--- config.mk ---
export PLATFORM = sky130hd
export DESIGN_NAME = arm_prog_loader_flat
export DESIGN_NICKNAME = d
export VERILOG_FILES = /design/src/rtl/arm_prog_loader_if.sv /design/src/rtl/arm_prog_loader.sv /design/src/flat_wrapper.sv
export SDC_FILE = /design/constraint.sdc
export NUM_CORES = 1
export LEC_CHECK = 0
export CORE_ASPECT_RATIO = 1.1
export CORE_UTILIZATION = 35
export DETAILED_ROUTE_END_ITERATION = 16
export GPL_TIMING_DRIVEN = 1
export PLACE_DENSITY = 0.66
export SLEW_MARGIN = 10
export SYNTH_ARGS = -nofsm -noshare
export SYNTH_HDL_FRONTEND = slang
export SYNTH_SLANG_ARGS = --single-unit
--- constraint.sdc ---
create_clock -name clk -period 5.6 [get_ports clk]
set_clock_uncertainty 0.15 [all_clocks]
set_input_delay 1.12 -clock clk [delete_from_list [all_inputs] [get_ports clk]]
set_output_delay 1.12 -clock clk [all_outputs]
set_load 0.01 [all_outputs]
--- src/rtl/arm_prog_loader_if.sv ---
// Stream, core-side and memory-side signals of the program loader.
// The loader connects through the slave modport; the environment connects through master.
interface arm_prog_loader_if #(
    parameter int unsigned DATA_W = 32,
    parameter int unsigned ADDR_W = 32
) ();
    logic              in_valid;
    logic [DATA_W-1:0] in_data;
    logic              in_last;
    logic              in_ready;
    logic [ADDR_W-1:0] core_mem_addr;
    logic [DATA_W-1:0] core_mem_data_in;
    logic              core_mem_write_en;
    logic              core_halted;
    logic              core_rst;
    logic [ADDR_W-1:0] mem_addr;
    logic [DATA_W-1:0] mem_data_in;
    logic              mem_write_en;

    modport slave (
        input  in_valid, in_data, in_last,
        input  core_mem_addr, core_mem_data_in, core_mem_write_en, core_halted,
        output in_ready, core_rst, mem_addr, mem_data_in, mem_write_en
    );

    modport master (
        output in_valid, in_data, in_last,
        output core_mem_addr, core_mem_data_in, core_mem_write_en, core_halted,
        input  in_ready, core_rst, mem_addr, mem_data_in, mem_write_en
    );
endinterface

--- src/rtl/arm_prog_loader.sv ---
// Program loader and run controller: streams words into memory with the core held
// in reset, then hands the memory port to the core and supervises its run.
module arm_prog_loader #(
    parameter int unsigned       DATA_W      = 32,
    parameter int unsigned       ADDR_W      = 32,
    parameter logic [ADDR_W-1:0] BASE_ADDR   = '0,
    parameter int unsigned       MAX_WORDS   = 1024,
    parameter int unsigned       TIMEOUT_CYC = 100000,
    parameter int unsigned       CNT_W       = 32
) (
    input  logic             clk,
    input  logic             rst,
    arm_prog_loader_if.slave bus,
    output logic [2:0]       state,
    output logic [CNT_W-1:0] words_loaded,
    output logic [CNT_W-1:0] run_cycles,
    output logic             done,
    output logic             timeout,
    output logic             load_err
);
    localparam int unsigned       BYTES_PER_WORD = DATA_W / 8;
    localparam logic [ADDR_W-1:0] STRIDE         = ADDR_W'(BYTES_PER_WORD);
    localparam logic [CNT_W-1:0]  MAX_CNT        = CNT_W'(MAX_WORDS);
    localparam logic [CNT_W-1:0]  TO_LAST        = (TIMEOUT_CYC == 0) ? '0 : CNT_W'(TIMEOUT_CYC - 1);

    typedef enum logic [2:0] {
        ST_LOAD    = 3'd0,
        ST_DRAIN   = 3'd1,
        ST_RUN     = 3'd2,
        ST_HALTED  = 3'd3,
        ST_TIMEOUT = 3'd4,
        ST_ERROR   = 3'd5
    } state_e;

    state_e            state_q, state_d;
    logic [ADDR_W-1:0] mem_addr_q, mem_addr_d;
    logic [DATA_W-1:0] mem_data_q, mem_data_d;
    logic              mem_we_q, mem_we_d;
    logic [CNT_W-1:0]  words_q, words_d;
    logic [CNT_W-1:0]  run_q, run_d;
    logic              core_rst_q, core_rst_d;
    logic              done_q, done_d;
    logic              timeout_q, timeout_d;
    logic              load_err_q, load_err_d;

    logic accept;
    logic full;
    logic to_hit;

    assign accept = bus.in_valid && (state_q == ST_LOAD);
    assign full   = (words_q >= MAX_CNT);
    assign to_hit = (TIMEOUT_CYC != 0) && (run_q == TO_LAST);

    // State register
    always_ff @(posedge clk or posedge rst) begin
        if (rst) state_q <= ST_LOAD;
        else     state_q <= state_d;
    end

    // Next-state logic; halt takes priority over timeout in the same cycle
    always_comb begin
        state_d = state_q;
        case (state_q)
            ST_LOAD: begin
                if (accept) begin
                    if (full)             state_d = ST_ERROR;
                    else if (bus.in_last) state_d = ST_DRAIN;
                end
            end
            ST_DRAIN: state_d = ST_RUN;
            ST_RUN: begin
                if (bus.core_halted) state_d = ST_HALTED;
                else if (to_hit)     state_d = ST_TIMEOUT;
            end
            default: state_d = state_q;
        endcase
    end

    // Datapath next values: load writes, counters and sticky flags
    always_comb begin
        mem_addr_d = mem_addr_q;
        mem_data_d = mem_data_q;
        mem_we_d   = 1'b0;
        words_d    = words_q;
        run_d      = run_q;
        done_d     = done_q;
        timeout_d  = timeout_q;
        load_err_d = load_err_q;
        core_rst_d = (state_d != ST_RUN);
        case (state_q)
            ST_LOAD: begin
                if (accept) begin
                    if (full) begin
                        load_err_d = 1'b1;
                    end else begin
                        mem_addr_d = BASE_ADDR + ADDR_W'(words_q) * STRIDE;
                        mem_data_d = bus.in_data;
                        mem_we_d   = 1'b1;
                        words_d    = words_q + CNT_W'(1);
                    end
                end
            end
            ST_RUN: begin
                if (run_q != '1) run_d = run_q + CNT_W'(1);
                if (bus.core_halted) done_d = 1'b1;
                else if (to_hit)     timeout_d = 1'b1;
            end
            default: ;
        endcase
    end

    always_ff @(posedge clk or posedge rst) begin
        if (rst) begin
            mem_addr_q <= '0;
            mem_data_q <= '0;
            mem_we_q   <= 1'b0;
            words_q    <= '0;
            run_q      <= '0;
            core_rst_q <= 1'b1;
            done_q     <= 1'b0;
            timeout_q  <= 1'b0;
            load_err_q <= 1'b0;
        end else begin
            mem_addr_q <= mem_addr_d;
            mem_data_q <= mem_data_d;
            mem_we_q   <= mem_we_d;
            words_q    <= words_d;
            run_q      <= run_d;
            core_rst_q <= core_rst_d;
            done_q     <= done_d;
            timeout_q  <= timeout_d;
            load_err_q <= load_err_d;
        end
    end

    // Outputs; in RUN the memory port is a straight pass-through from the core
    always_comb begin
        bus.in_ready = (state_q == ST_LOAD);
        bus.core_rst = core_rst_q;
        if (state_q == ST_RUN) begin
            bus.mem_addr     = bus.core_mem_addr;
            bus.mem_data_in  = bus.core_mem_data_in;
            bus.mem_write_en = bus.core_mem_write_en;
        end else begin
            bus.mem_addr     = mem_addr_q;
            bus.mem_data_in  = mem_data_q;
            bus.mem_write_en = mem_we_q;
        end
        state        = state_q;
        words_loaded = words_q;
        run_cycles   = run_q;
        done         = done_q;
        timeout      = timeout_q;
        load_err     = load_err_q;
    end
endmodule

--- src/flat_wrapper.sv ---
// flat-port wrapper written by rule: the top's interface ports become plain ports
module arm_prog_loader_flat 
#(
    parameter int unsigned       DATA_W      = 32,
    parameter int unsigned       ADDR_W      = 32,
    parameter logic [ADDR_W-1:0] BASE_ADDR   = '0,
    parameter int unsigned       MAX_WORDS   = 1024,
    parameter int unsigned       TIMEOUT_CYC = 100000,
    parameter int unsigned       CNT_W       = 32
)
  (clk, rst, state, words_loaded, run_cycles, done, timeout, load_err, bus_in_valid, bus_in_data, bus_in_last, bus_core_mem_addr, bus_core_mem_data_in, bus_core_mem_write_en, bus_core_halted, bus_in_ready, bus_core_rst, bus_mem_addr, bus_mem_data_in, bus_mem_write_en);
  arm_prog_loader_if #(.DATA_W(DATA_W), .ADDR_W(ADDR_W)) bus_i ();
  input  logic clk;
  input  logic rst;
  output logic [2:0] state;
  output logic [CNT_W-1:0] words_loaded;
  output logic [CNT_W-1:0] run_cycles;
  output logic done;
  output logic timeout;
  output logic load_err;
  input wire logic [$bits(bus_i.in_valid)-1:0] bus_in_valid;
  input wire logic [$bits(bus_i.in_data)-1:0] bus_in_data;
  input wire logic [$bits(bus_i.in_last)-1:0] bus_in_last;
  input wire logic [$bits(bus_i.core_mem_addr)-1:0] bus_core_mem_addr;
  input wire logic [$bits(bus_i.core_mem_data_in)-1:0] bus_core_mem_data_in;
  input wire logic [$bits(bus_i.core_mem_write_en)-1:0] bus_core_mem_write_en;
  input wire logic [$bits(bus_i.core_halted)-1:0] bus_core_halted;
  output wire logic [$bits(bus_i.in_ready)-1:0] bus_in_ready;
  output wire logic [$bits(bus_i.core_rst)-1:0] bus_core_rst;
  output wire logic [$bits(bus_i.mem_addr)-1:0] bus_mem_addr;
  output wire logic [$bits(bus_i.mem_data_in)-1:0] bus_mem_data_in;
  output wire logic [$bits(bus_i.mem_write_en)-1:0] bus_mem_write_en;
  assign bus_i.in_valid = bus_in_valid;
  assign bus_i.in_data = bus_in_data;
  assign bus_i.in_last = bus_in_last;
  assign bus_i.core_mem_addr = bus_core_mem_addr;
  assign bus_i.core_mem_data_in = bus_core_mem_data_in;
  assign bus_i.core_mem_write_en = bus_core_mem_write_en;
  assign bus_i.core_halted = bus_core_halted;
  assign bus_in_ready = bus_i.in_ready;
  assign bus_core_rst = bus_i.core_rst;
  assign bus_mem_addr = bus_i.mem_addr;
  assign bus_mem_data_in = bus_i.mem_data_in;
  assign bus_mem_write_en = bus_i.mem_write_en;
  arm_prog_loader #(.DATA_W(DATA_W), .ADDR_W(ADDR_W), .BASE_ADDR(BASE_ADDR), .MAX_WORDS(MAX_WORDS), .TIMEOUT_CYC(TIMEOUT_CYC), .CNT_W(CNT_W)) u_core (.clk(clk), .rst(rst), .bus(bus_i), .state(state), .words_loaded(words_loaded), .run_cycles(run_cycles), .done(done), .timeout(timeout), .load_err(load_err));
endmodule
======== Yosys cells after proc, flatten, opt, wreduce, memory -nomap -nowiden ========
Cells that the tools add are included.
storage, ports and cells
  word-level logic and storage cells ...... 39
  RAM bits ................................ 0
  memories kept ........................... 0
  output and inout bits ................... 137
  latch bits .............................. 0
  register bits ........................... 134
  ROM bits ................................ 0
  input port bits ......................... 102
operators by class
  magnitude comparators ................... 1
  add/sub/neg operators ................... 2
  shift operators ......................... 0
  divide/modulo/power cells ............... 0
  eq/ne operators ......................... 5
  multiplexer cells ....................... 12
  $mul .................................... 0
  reductions and logical operators ........ 7
  bitwise gates (word level) .............. 2
operator list
  kind                     number
  $add A32 B1 Y32 const B  2
  $mux W32                 2
  $eq A32 B17 Y1 const B   1
  $ge A32 B11 Y1 const B   1
  $ne A32 B32 Y1 const B   1
  $mux W3                  5
  $pmux W3 S3              1
  $reduce_and A3 Y1        3
  $mux W1                  4
  $reduce_and A2 Y1        2
  $eq A3 B1 Y1 const B     1
  $eq A3 B2 Y1 const B     1
  $logic_not A3 Y1         1
  $ne A3 B2 Y1 const B     1
  $not A1 Y1               2
  $logic_and A1 B1 Y1      1

======== Depth between registers and ports, before layout ========
Gate-level depths: netlist of the first run.
  depth after elaboration ................. 5
  depth in mapped cells ................... 8
  mapped depth without buffers ............ 6

======== Worst setup path before layout of the first run ========
No wires, ideal clock.
  path kind ............................... register -> output
  from .................................... register u_core.state_q[1] (netlist: u_core.state[1])
  to ...................................... output port bus_mem_addr[14]
  arrival ................................. 1,646 ps
  buffers on the path ..................... 2
  cell stages (with the launch flop) ...... 5
  slack ................................... 2,684 ps
  required time ........................... 4,330 ps
  cells stage by stage .................... dfrtp_1 -> nor3b_4 -> buf_2 -> buf_2 -> mux2_2
between the ends
  cells in the longest elaborated chain, start to end .. 2
ends and longest elaborated chain
  item                      line                    RTL
  start: declaration        arm_prog_loader.sv:35   state_e state_q, state_d;
  start signal: assignment  arm_prog_loader.sv:57   else state_q <= state_d;
  $eq A3 B2 Y1              arm_prog_loader.sv:140  if (state_q == ST_RUN) begin
  $mux W32                  arm_prog_loader.sv:140
  end: declaration          flat_wrapper.sv:30      output wire logic [$bits(bus_i.mem_addr)-1:0] bus_mem_addr;
No other way between the ends.

======== Worst setup path after layout of the first run ========
  from .................................... register u_core.state_q[1] (netlist: u_core.state[1])
  to ...................................... output port bus_mem_data_in[0]
between the ends
  cells in the longest elaborated chain, start to end .. 2
ends and longest elaborated chain
  item              line                    RTL
  $eq A3 B2 Y1      arm_prog_loader.sv:140
  $mux W32          arm_prog_loader.sv:140
  end: declaration  flat_wrapper.sv:31      output wire logic [$bits(bus_i.mem_data_in)-1:0] bus_mem_data_in;
No other way between the ends.

==> results of run 1 <==
-- cell type report --
| class | count | share of cell area [%] |
|---|---|---|
| clock buffers | 24 | 5.324 |
| clock inverters | 8 | 1.043 |
| inverters | 9 | 0.4199 |
| multi-input cells | 297 | 27.69 |
| flip-flops and latches | 134 | 36.32 |
| well taps | 234 | 3.170 |
| repair buffers | 241 | 26.04 |
-- worst max-delay path, cell delays in order, from the launching register on --
cell,delay [ns]
dfrtp_1,0.48
nor3b_4,0.22
buf_4,0.69
mux2_2,0.42
clkdlybuf4s50_1,0.51
-- routing by layer --
metal / part of all wire, % / up-vias / wire (um)
met2: 50 / 158 / 7843
met1: 42 / 2211 / 6542
met3: 7.5 / 12 / 1185
met5: 0 / - / 0
met4: 0.96 / 0 / 151
li1: - / 2111 / -
-- flip-flops by register name (all words and copies together) (netlist names) --
register	flops
u_core.mem_addr_q	30
u_core.mem_data_q	32
u_core.state	3
u_core.timeout	1
u_core.run_cycles	32
u_core.done	1
u_core.bus.core_rst	1
u_core.load_err	1
u_core.mem_we_q	1
u_core.words_loaded	32
-- final timing paths --
path / from / to / slack, ns / cells after the start
max reg2reg: u_core.state[1] / u_core.run_cycles[14] / 2.79 / 5
max in group asynchronous: rst / u_core.run_cycles[14] / 3.13 / 3
max: u_core.state[1] / bus_mem_data_in[0] / 1.52 / 4
min in group asynchronous: rst / u_core.mem_data_q[18] / 1.13 / 2
min: u_core.words_loaded[18] / u_core.words_loaded[18] / 0.25 / 0
min reg2reg: u_core.words_loaded[18] / u_core.words_loaded[18] / 0.25 / 0
-- cell families after synthesis --
logic type | synth area share (%)
muxes | 19.30
buffers and inverters | 3.614
xor gates and xnor gates | 5.718
and+or+nand+nor | 14.32
adders and majority gates | 0.6127
DFF | 54.75
AOI/OAI and AO/OA | 1.695
-- report_power, final --
group	switching, W	leakage, nW	internal [W]
combinational	0.0000285	2.02	0.0000621
clock	0.000407	0.290	0.000700
sequential	0	1.85	0.000969
total	0.000436	4.16	0.00173
-- stage by stage --
step / power, W / util (%) / setup slack (ns)
floorplan: 0.001001 / - / 0.7489
finish: 0.002167 / 54.08 / 1.517
CTS: 0.002198 / 54.08 / 1.493
global placement: 0.001077 / 50.64 / 2.015
detailed placement: 0.001079 / 50.64 / 1.947
global route: 0.002248 / 54.08 / 1.370
-- Yosys cell counts, types with 3 or more instances --
library cell and n:
nor3_2 8, ha_1 3, inv_1 9, buf_4 4
and3_1 4, nor2_1 10, xnor2_1 22, clkbuf_1 27
nand2_1 22, mux2_2 105, nor2b_1 21, nor4_1 13
dfrtp_1 133, xor2_1 18, buf_2 6, nand4_1 18
and2_1 3, nor4_2 5, nand3_1 9, nor3_1 6
==> results.sh, run 1 <==
export IMPL_gr_total_overflow=0
export IMPL_power_leakage_nw=4.156
export IMPL_seq_area_sq_um=3354
export IMPL_core_area_sq_um=17080
export IMPL_finalCritPeriodShare_pct=72.91
export IMPL_clock_latency_ns=0.42
export IMPL_diodes=0
export IMPL_syn_area_sq_um=6127
export IMPL_grt_util_met3_pct=6.717
export IMPL_vias=4492
export IMPL_drcViolationCount=0
export IMPL_relSlewSlack_pct=38.35
export IMPL_setup_violations_final=0
export IMPL_synth_cell_types=50
export IMPL_rsz0062_at_grt="no"
export IMPL_critPathRequiredTime_ns=4.33
export IMPL_yosys_area_top_type="dfrtp_1"
export IMPL_cts_tree="yes"
export IMPL_synth_warnings=0
export IMPL_fin_crit_ns=4.083
export IMPL_grt_most_used_layer="met2"
export IMPL_grt_pass1_wl_um=24990
export IMPL_place_inst=915
export IMPL_min_path_type="reg -> reg"
export IMPL_maxCapViolCount=0
export IMPL_hold_viol=0
export IMPL_die_h_um=140.8
export IMPL_num_fill_cells=1464
export IMPL_synthTopCellsByArea="dfrtp_1 54%, mux2_2 19%, xnor2_1 3.1%"
export IMPL_h_tree_depth=4
export IMPL_place_congestion=0.8357
export IMPL_routed_via_density=4.743
export IMPL_ios=239
export IMPL_fmax_ghz=0.2449
export IMPL_use_met1_pct=21.59
export IMPL_p_per_area_nw_per_um2=234.6
export IMPL_post_drt_wl_per_cell_um=16.60
export IMPL_finalInstanceArea_sq_um=9236
export IMPL_vdd_drop_max_v=0.0002057
export IMPL_cts_hold_buf=0
export IMPL_mostFrequentLayoutCells="238 x clkdlybuf4s50_1, 133 x dfrtp_1, 105 x mux2_2"
export IMPL_drive_above_1_share_pct=22.44
export IMPL_area_growth_pct=50.75
export IMPL_stdcell_count=947
export IMPL_crit_type="reg -> out"
export IMPL_layout_commonest_cell="clkdlybuf4s50_1"
export IMPL_die_x_um=128.2
export IMPL_multi_input_area_sq_um=2557
export IMPL_drt_total_wl_um=15720
export IMPL_synth_nets=585
export IMPL_timing_hold_ws_ns=0.2512
export IMPL_ys_ff_latch=134
export IMPL_async_flop_share_pct=100.0
export IMPL_fin_nets=805
export IMPL_slew_violations=0
export IMPL_tns_ns=0
export IMPL_cp_arrival_ns=2.81
export IMPL_numCtsBuffers=17
export IMPL_syn_mean_instance_area_sq_um=12.76
export IMPL_tightest_slew_ns=0.9248
export IMPL_place_area_sq_um=8648
export IMPL_die_area_sq_um=18040
export IMPL_port_buffers=238
export IMPL_postRouteAntennaNets=0
export IMPL_grt_pass1_vias=4724
export IMPL_cts_root_buf="clkbuf_16"
export IMPL_grt_max_degree=104
export IMPL_drtPass1Iterations=4
export IMPL_cp_start_kind="register"
export IMPL_ys_seq_area_share_pct=54.75
export IMPL_cp_max_fo=71
export IMPL_cp_end_kind="output pin"
export IMPL_start_util_pct=35.88
export IMPL_syn_inst=480
export IMPL_dpl_hpwl_um=11300
export IMPL_cts_setup_buffers=0
export IMPL_status="finished, final reports clean"
export IMPL_synth_top_area_share_pct=54.32
export IMPL_grt_antenna_before_repair=0
export IMPL_grtUsageMet2_pct=29.92
export IMPL_ys_flop_type="dfrtp_1"
export IMPL_synth_edf_count=0
export IMPL_clk_pin_slew_worst_paths_ns=0.06
export IMPL_cts_max_path_buffers=2
export IMPL_drt_initial_drc_count=77
export IMPL_cts_repair_resized=0
export IMPL_cts_num_sinks=134
export IMPL_rows=50
export IMPL_grt_use_total_pct=18.04
Power figures use the tool's default switching activity.
==> run 2, diff against run 1 <==
--- a/config.mk
+++ b/config.mk
@@ -9,7 +9,7 @@
 export CORE_UTILIZATION = 35
 export DETAILED_ROUTE_END_ITERATION = 16
 export GPL_TIMING_DRIVEN = 1
-export PLACE_DENSITY = 0.66
+export PLACE_DENSITY = 0.69
 export SLEW_MARGIN = 10
 export SYNTH_ARGS = -nofsm -noshare
 export SYNTH_HDL_FRONTEND = slang
==> constraint.sdc (replaced) <==
create_clock -name clk -period 3.5 [get_ports clk]
set_clock_uncertainty 0.15 [all_clocks]
set_input_delay 0.7 -clock clk [delete_from_list [all_inputs] [get_ports clk]]
set_output_delay 0.7 -clock clk [all_outputs]
set_load 0.01 [all_outputs]
==> run 2 against run 1 <==
Final cell count up 0.11%. Utilization up 0.28 points. First-iteration DRC count up 120%. Critical path type unchanged. Highest routed layer unchanged.
==> results.sh, run 2 (synthesized netlist as in run 1, its figures left out) <==
export IMPL_drt_total_wl_um=15220
export IMPL_vdd_drop_max_v=0.0003154
export IMPL_cp_start_kind="register"
export IMPL_grt_antenna_before_repair=0
export IMPL_num_fill_cells=1438
export IMPL_area_growth_pct=51.52
export IMPL_grt_use_total_pct=17.35
export IMPL_ios=239
export IMPL_relSlewSlack_pct=48.68
export IMPL_slew_violations=0
export IMPL_grt_max_degree=76
export IMPL_wl_met1_um=6375
export IMPL_critical_path_depth=4
export IMPL_place_area_sq_um=8687
export IMPL_power_leakage_nw=4.161
export IMPL_die_h_um=140.8
export IMPL_mostFrequentLayoutCells="238 x clkdlybuf4s50_1, 133 x dfrtp_1, 105 x mux2_2"
export IMPL_path_buf_inv=2
export IMPL_h_tree_depth=4
export IMPL_cp_max_fo=68
export IMPL_port_buffers=238
export IMPL_start_util_pct=35.88
export IMPL_fin_crit_ns=3.346
export IMPL_cts_root_buf="clkbuf_16"
export IMPL_cp_arrival_ns=2.50
export IMPL_drive_above_1_share_pct=22.83
export IMPL_cts_num_sinks=134
export IMPL_die_area_sq_um=18040
export IMPL_grt_pass1_wl_um=24400
export IMPL_post_drt_wl_per_cell_um=16.06
export IMPL_place_congestion=0.8323
export IMPL_met2_length_um=7698
export IMPL_cp_top_family="buffers and inverters"
export IMPL_clk_pin_slew_worst_paths_ns=0.05
export IMPL_fin_nets=807
export IMPL_cp_end_kind="output pin"
export IMPL_vias=4468
export IMPL_route_met3_wl_um=934
export IMPL_clock_latency_ns=0.41
export IMPL_cts_max_path_buffers=2
export IMPL_tns_ns=0
export IMPL_max_stage_delay_ns=0.49
export IMPL_gr_total_overflow=0
export IMPL_diodes=0
export IMPL_cts_repair_resized=0
export IMPL_grt_pass1_vias=4690
export IMPL_status="finished, final reports clean"
export IMPL_layout_commonest_cell="clkdlybuf4s50_1"
export IMPL_cts_setup_buffers=0
export IMPL_highest_layer="met4"
export IMPL_tightest_slew_ns=0.7698
export IMPL_die_x_um=128.2
export IMPL_finalCritPeriodShare_pct=95.59
export IMPL_drt_initial_drc_count=169
export IMPL_crit_chain="nor3b_4 -> buf_12 -> mux2_2 -> clkdlybuf4s50_1"
export IMPL_setup_violations_final=0
export IMPL_cts_tree="yes"
export IMPL_drcViolationCount=0
export IMPL_hold_depth=0
export IMPL_core_area_sq_um=17080
export IMPL_dpl_hpwl_um=11190
export IMPL_maxCapViolCount=0
export IMPL_fmax_ghz=0.2989
export IMPL_routed_via_density=4.713
export IMPL_min_path_type="reg -> reg"
export IMPL_rr_worst_depth=6
export IMPL_postRouteAntennaNets=0
export IMPL_finalInstanceArea_sq_um=9284
export IMPL_drtPass1Iterations=4
export IMPL_rsz0062_at_grt="no"
export IMPL_critPathRequiredTime_ns=2.65
export IMPL_p_per_area_nw_per_um2=374.9
export IMPL_hold_viol=0
export IMPL_slowest_stage="clkdlybuf4s50_1"
export IMPL_cts_hold_buf=0
export IMPL_numCtsBuffers=17
export IMPL_rows=50
export IMPL_crit_type="reg -> out"
[run 2: final cells by class]
| class | count | area [sq um] | share of cell area (%) |
|---|---|---|---|
| clock buffer | 19 | 442.9 | 4.771 |
| clock inverter | 12 | 153.9 | 1.658 |
| inverter | 9 | 37.54 | 0.4043 |
| multi-input combinational | 297 | 2557 | 27.55 |
| sequential | 134 | 3354 | 36.13 |
| tap | 234 | 292.8 | 3.154 |
| timing repair buffer | 243 | 2445 | 26.33 |
[run 2: metal layers]
metal  GRT usage [%]  vias to the layer above
li1                -                     2112
met1           21.29                     2188
met2           29.23                      150
met3           5.313                       18
met4           5.201                        0
met5               0                        -
[run 2: stage by stage]
| stage | setup WS (ns) | utilization (%) | total power [W] | hold slack [ns] | std cells |
|---|---|---|---|---|---|
| after floorplan | 0.9856 | - | 0.001602 | 0.3104 | 480 |
| after global placement | 0.6685 | 50.86 | 0.001723 | 0.2383 | 917 |
| after detailed placement | 0.5990 | 50.86 | 0.001727 | 0.2391 | 917 |
| after CTS | 0.1441 | 54.36 | 0.003535 | 0.2517 | 948 |
| after global routing | 0.05982 | 54.36 | 0.003614 | 0.2635 | 948 |
| final | 0.1543 | 54.36 | 0.003481 | 0.2478 | 948 |
[run 2: report_power, final]
part	internal, W	leakage [nW]	switching [W]
logic	0.000101	2.03	0.0000456
clock network	0.00113	0.285	0.000650
registers	0.00155	1.85	0
total	0.00279	4.16	0.000696
[run 2: path summary, 6_finish.rpt]
| check | from | to | slack, ns |
|---|---|---|---|
| worst max-delay path | u_core.state[1] | bus_mem_data_in[10] | 0.15 |
| worst min-delay path | u_core.words_loaded[31] | u_core.words_loaded[31] | 0.25 |
| worst max register to register | u_core.run_cycles[0] | u_core.run_cycles[29] | 0.94 |
| worst min register to register | u_core.words_loaded[31] | u_core.words_loaded[31] | 0.25 |
| max in group asynchronous | rst | u_core.mem_data_q[23] | 1.93 |
| min in group asynchronous | rst | u_core.words_loaded[27] | 0.73 |
==> run 3, diff against run 2 <==
--- a/config.mk
+++ b/config.mk
@@ -5,7 +5,7 @@
 export SDC_FILE = /design/constraint.sdc
 export NUM_CORES = 1
 export LEC_CHECK = 0
-export CORE_ASPECT_RATIO = 1.1
+export CORE_ASPECT_RATIO = 0.6
 export CORE_UTILIZATION = 35
 export DETAILED_ROUTE_END_ITERATION = 16
 export GPL_TIMING_DRIVEN = 1
==> run 3 against run 2 <==
Via count increased by 2.8%. First-iteration DRC count increased by 38%. Cell area grew 0.15%. Critical path depth unchanged. Die area about the same. Sequential cell count is the same. Final cell count increased by 0.21%. Clock power down 2%. Critical endpoint is now bus_mem_data_in[23]. Non-clock buffer count increased by 1. Register-to-register slack got worse by 0.10 ns. Critical path type unchanged. Combinational power barely moved. Utilization decreased by 0.079 points.
==> results.sh, run 3 (synthesized netlist as in run 1, its figures left out) <==
export IMPL_status="finished, final reports clean"
export IMPL_crit_type="reg -> out"
export IMPL_die_x_um=172.8
export IMPL_finalCritPeriodShare_pct=94.44
export IMPL_diodes=0
export IMPL_port_buffers=238
export IMPL_clock_latency_ns=0.41
export IMPL_preCtsSetupSlack_ns=0.6534
export IMPL_drcViolationCount=0
export IMPL_setup_violations_final=0
export IMPL_vdd_drop_max_v=0.0002947
export IMPL_grt_max_degree=135
export IMPL_drive_above_1_share_pct=23.04
export IMPL_seq_area_sq_um=3354
export IMPL_h_tree_depth=4
export IMPL_p_per_area_nw_per_um2=369.7
export IMPL_cts_repair_resized=0
export IMPL_cp_start_kind="register"
export IMPL_dpl_hpwl_um=11440
export IMPL_mostFrequentLayoutCells="238 x clkdlybuf4s50_1, 133 x dfrtp_1, 105 x mux2_2"
export IMPL_post_drt_wl_per_cell_um=16.80
export IMPL_cp_end_kind="output pin"
export IMPL_tightest_slew_ns=0.7894
export IMPL_routed_via_density=4.833
export IMPL_place_area_sq_um=8720
export IMPL_ios=239
export IMPL_rows=37
export IMPL_cts_max_path_buffers=2
export IMPL_area_growth_pct=51.75
export IMPL_multi_input_area_sq_um=2557
export IMPL_hold_viol=0
export IMPL_drtPass1Iterations=4
export IMPL_layout_commonest_cell="clkdlybuf4s50_1"
export IMPL_cts_num_sinks=134
export IMPL_cts_setup_buffers=0
export IMPL_cp_top_family="buffers and inverters"
export IMPL_place_congestion=0.8540
export IMPL_grt_pass1_vias=4917
export IMPL_max_stage_delay_ns=0.50
export IMPL_cts_hold_buf=0
export IMPL_tns_ns=0
export IMPL_layout_setup_ws_ns=0.1947
export IMPL_slowest_stage="dfrtp_1"
export IMPL_post_route_util_pct=54.28
export IMPL_grt_util_met3_pct=5.482
export IMPL_cp_max_fo=71
export IMPL_maxCapViolCount=0
export IMPL_numCtsBuffers=17
export IMPL_drt_total_wl_um=15960
export IMPL_relSlewSlack_pct=47.37
export IMPL_clk_pin_slew_worst_paths_ns=0.06
export IMPL_finalInstanceArea_sq_um=9298
export IMPL_die_h_um=104.5
export IMPL_fin_crit_ns=3.305
export IMPL_slew_violations=0
export IMPL_power_leakage_nw=4.168
export IMPL_crit_chain="nor3b_4 -> buf_12 -> mux2_2 -> clkdlybuf4s50_1"
export IMPL_fin_nets=808
export IMPL_start_util_pct=35.77
export IMPL_grt_antenna_before_repair=0
export IMPL_cp_arrival_ns=2.46
export IMPL_rsz0062_at_grt="no"
export IMPL_use_met1_pct=26.71
export IMPL_core_area_sq_um=17130
export IMPL_drt_initial_drc_count=233
export IMPL_critPathRequiredTime_ns=2.65
export IMPL_num_fill_cells=1430
export IMPL_fmax_ghz=0.3025
export IMPL_vias=4591
export IMPL_gr_total_overflow=0
export IMPL_min_path_type="reg -> reg"
export IMPL_cts_tree="yes"
export IMPL_grtUsageMet2_pct=27.56
export IMPL_cts_root_buf="clkbuf_16"
export IMPL_path_buf_inv=2
export IMPL_grt_use_total_pct=18.67
export IMPL_grt_most_used_layer="met2"
export IMPL_postRouteAntennaNets=0
export IMPL_die_area_sq_um=18060
export IMPL_grt_pass1_wl_um=26720
## run 3: cell types whose count changed in the layout (fill, tap and decap cells not counted), sizes merged
cell,before,now
clkinvlp,4,3
buf,5,6
inv,9,15
clkinv,5,3
bufinv,3,1
## run 3: layer usage
metal	part of all wire [%]	routed length [um]
met4	0.63	101
met3	6.7	1067
met2	45	7198
met5	0	0
met1	48	7596
## run 3: area by class of cell
cell class	instances	share of cell area, %
Multi-Input combinational cell	297	27.51
Timing Repair Buffer	244	26.65
Inverter	9	0.4037
Clock inverter	13	1.453
Tap cell	234	3.149
Sequential cell	134	36.08
Clock buffer	19	4.764
## run 3: power breakdown
group          total, W  leakage (nW)  switching (W)  internal [W]
registers       0.00155          1.85              0       0.00155
logic          0.000146          2.04      0.0000451      0.000101
clock network   0.00174         0.278       0.000724       0.00102
## run 3: worst register-to-register path, delay by kind of cell, from the launching register on
| kind | cells | cell delay (ns) |
|---|---|---|
| simple gates | 3 | 0.82 |
| compound gates | 1 | 0.69 |
| flops | 1 | 0.42 |
| fa+ha+maj | 1 | 0.28 |
| xor+xnor | 1 | 0.18 |
## run 3: final timing paths
| path | from | to | depth (start not counted) | slack [ns] |
|---|---|---|---|---|
| setup / recovery | u_core.state[1] | bus_mem_data_in[23] | 4 | 0.19 |
| hold / removal | u_core.words_loaded[27] | u_core.words_loaded[27] | 0 | 0.25 |
| setup reg to reg | u_core.run_cycles[0] | u_core.run_cycles[29] | 6 | 0.84 |
| hold reg to reg | u_core.words_loaded[27] | u_core.words_loaded[27] | 0 | 0.25 |
| max in group asynchronous | rst | u_core.mem_data_q[20] | 3 | 1.97 |
| min in group asynchronous | rst | u_core.words_loaded[16] | 3 | 0.71 |
## run 3: stage by stage
| step | hold WS (ns) | cells | total power [W] |
|---|---|---|---|
| CTS | 0.2529 | 950 | 0.003493 |
| floorplan | 0.3104 | 480 | 0.001602 |
| finish | 0.2473 | 950 | 0.003437 |
| detailed placement | 0.2389 | 918 | 0.001726 |
| global route | 0.2674 | 950 | 0.003572 |
| global placement | 0.2352 | 918 | 0.001723 |
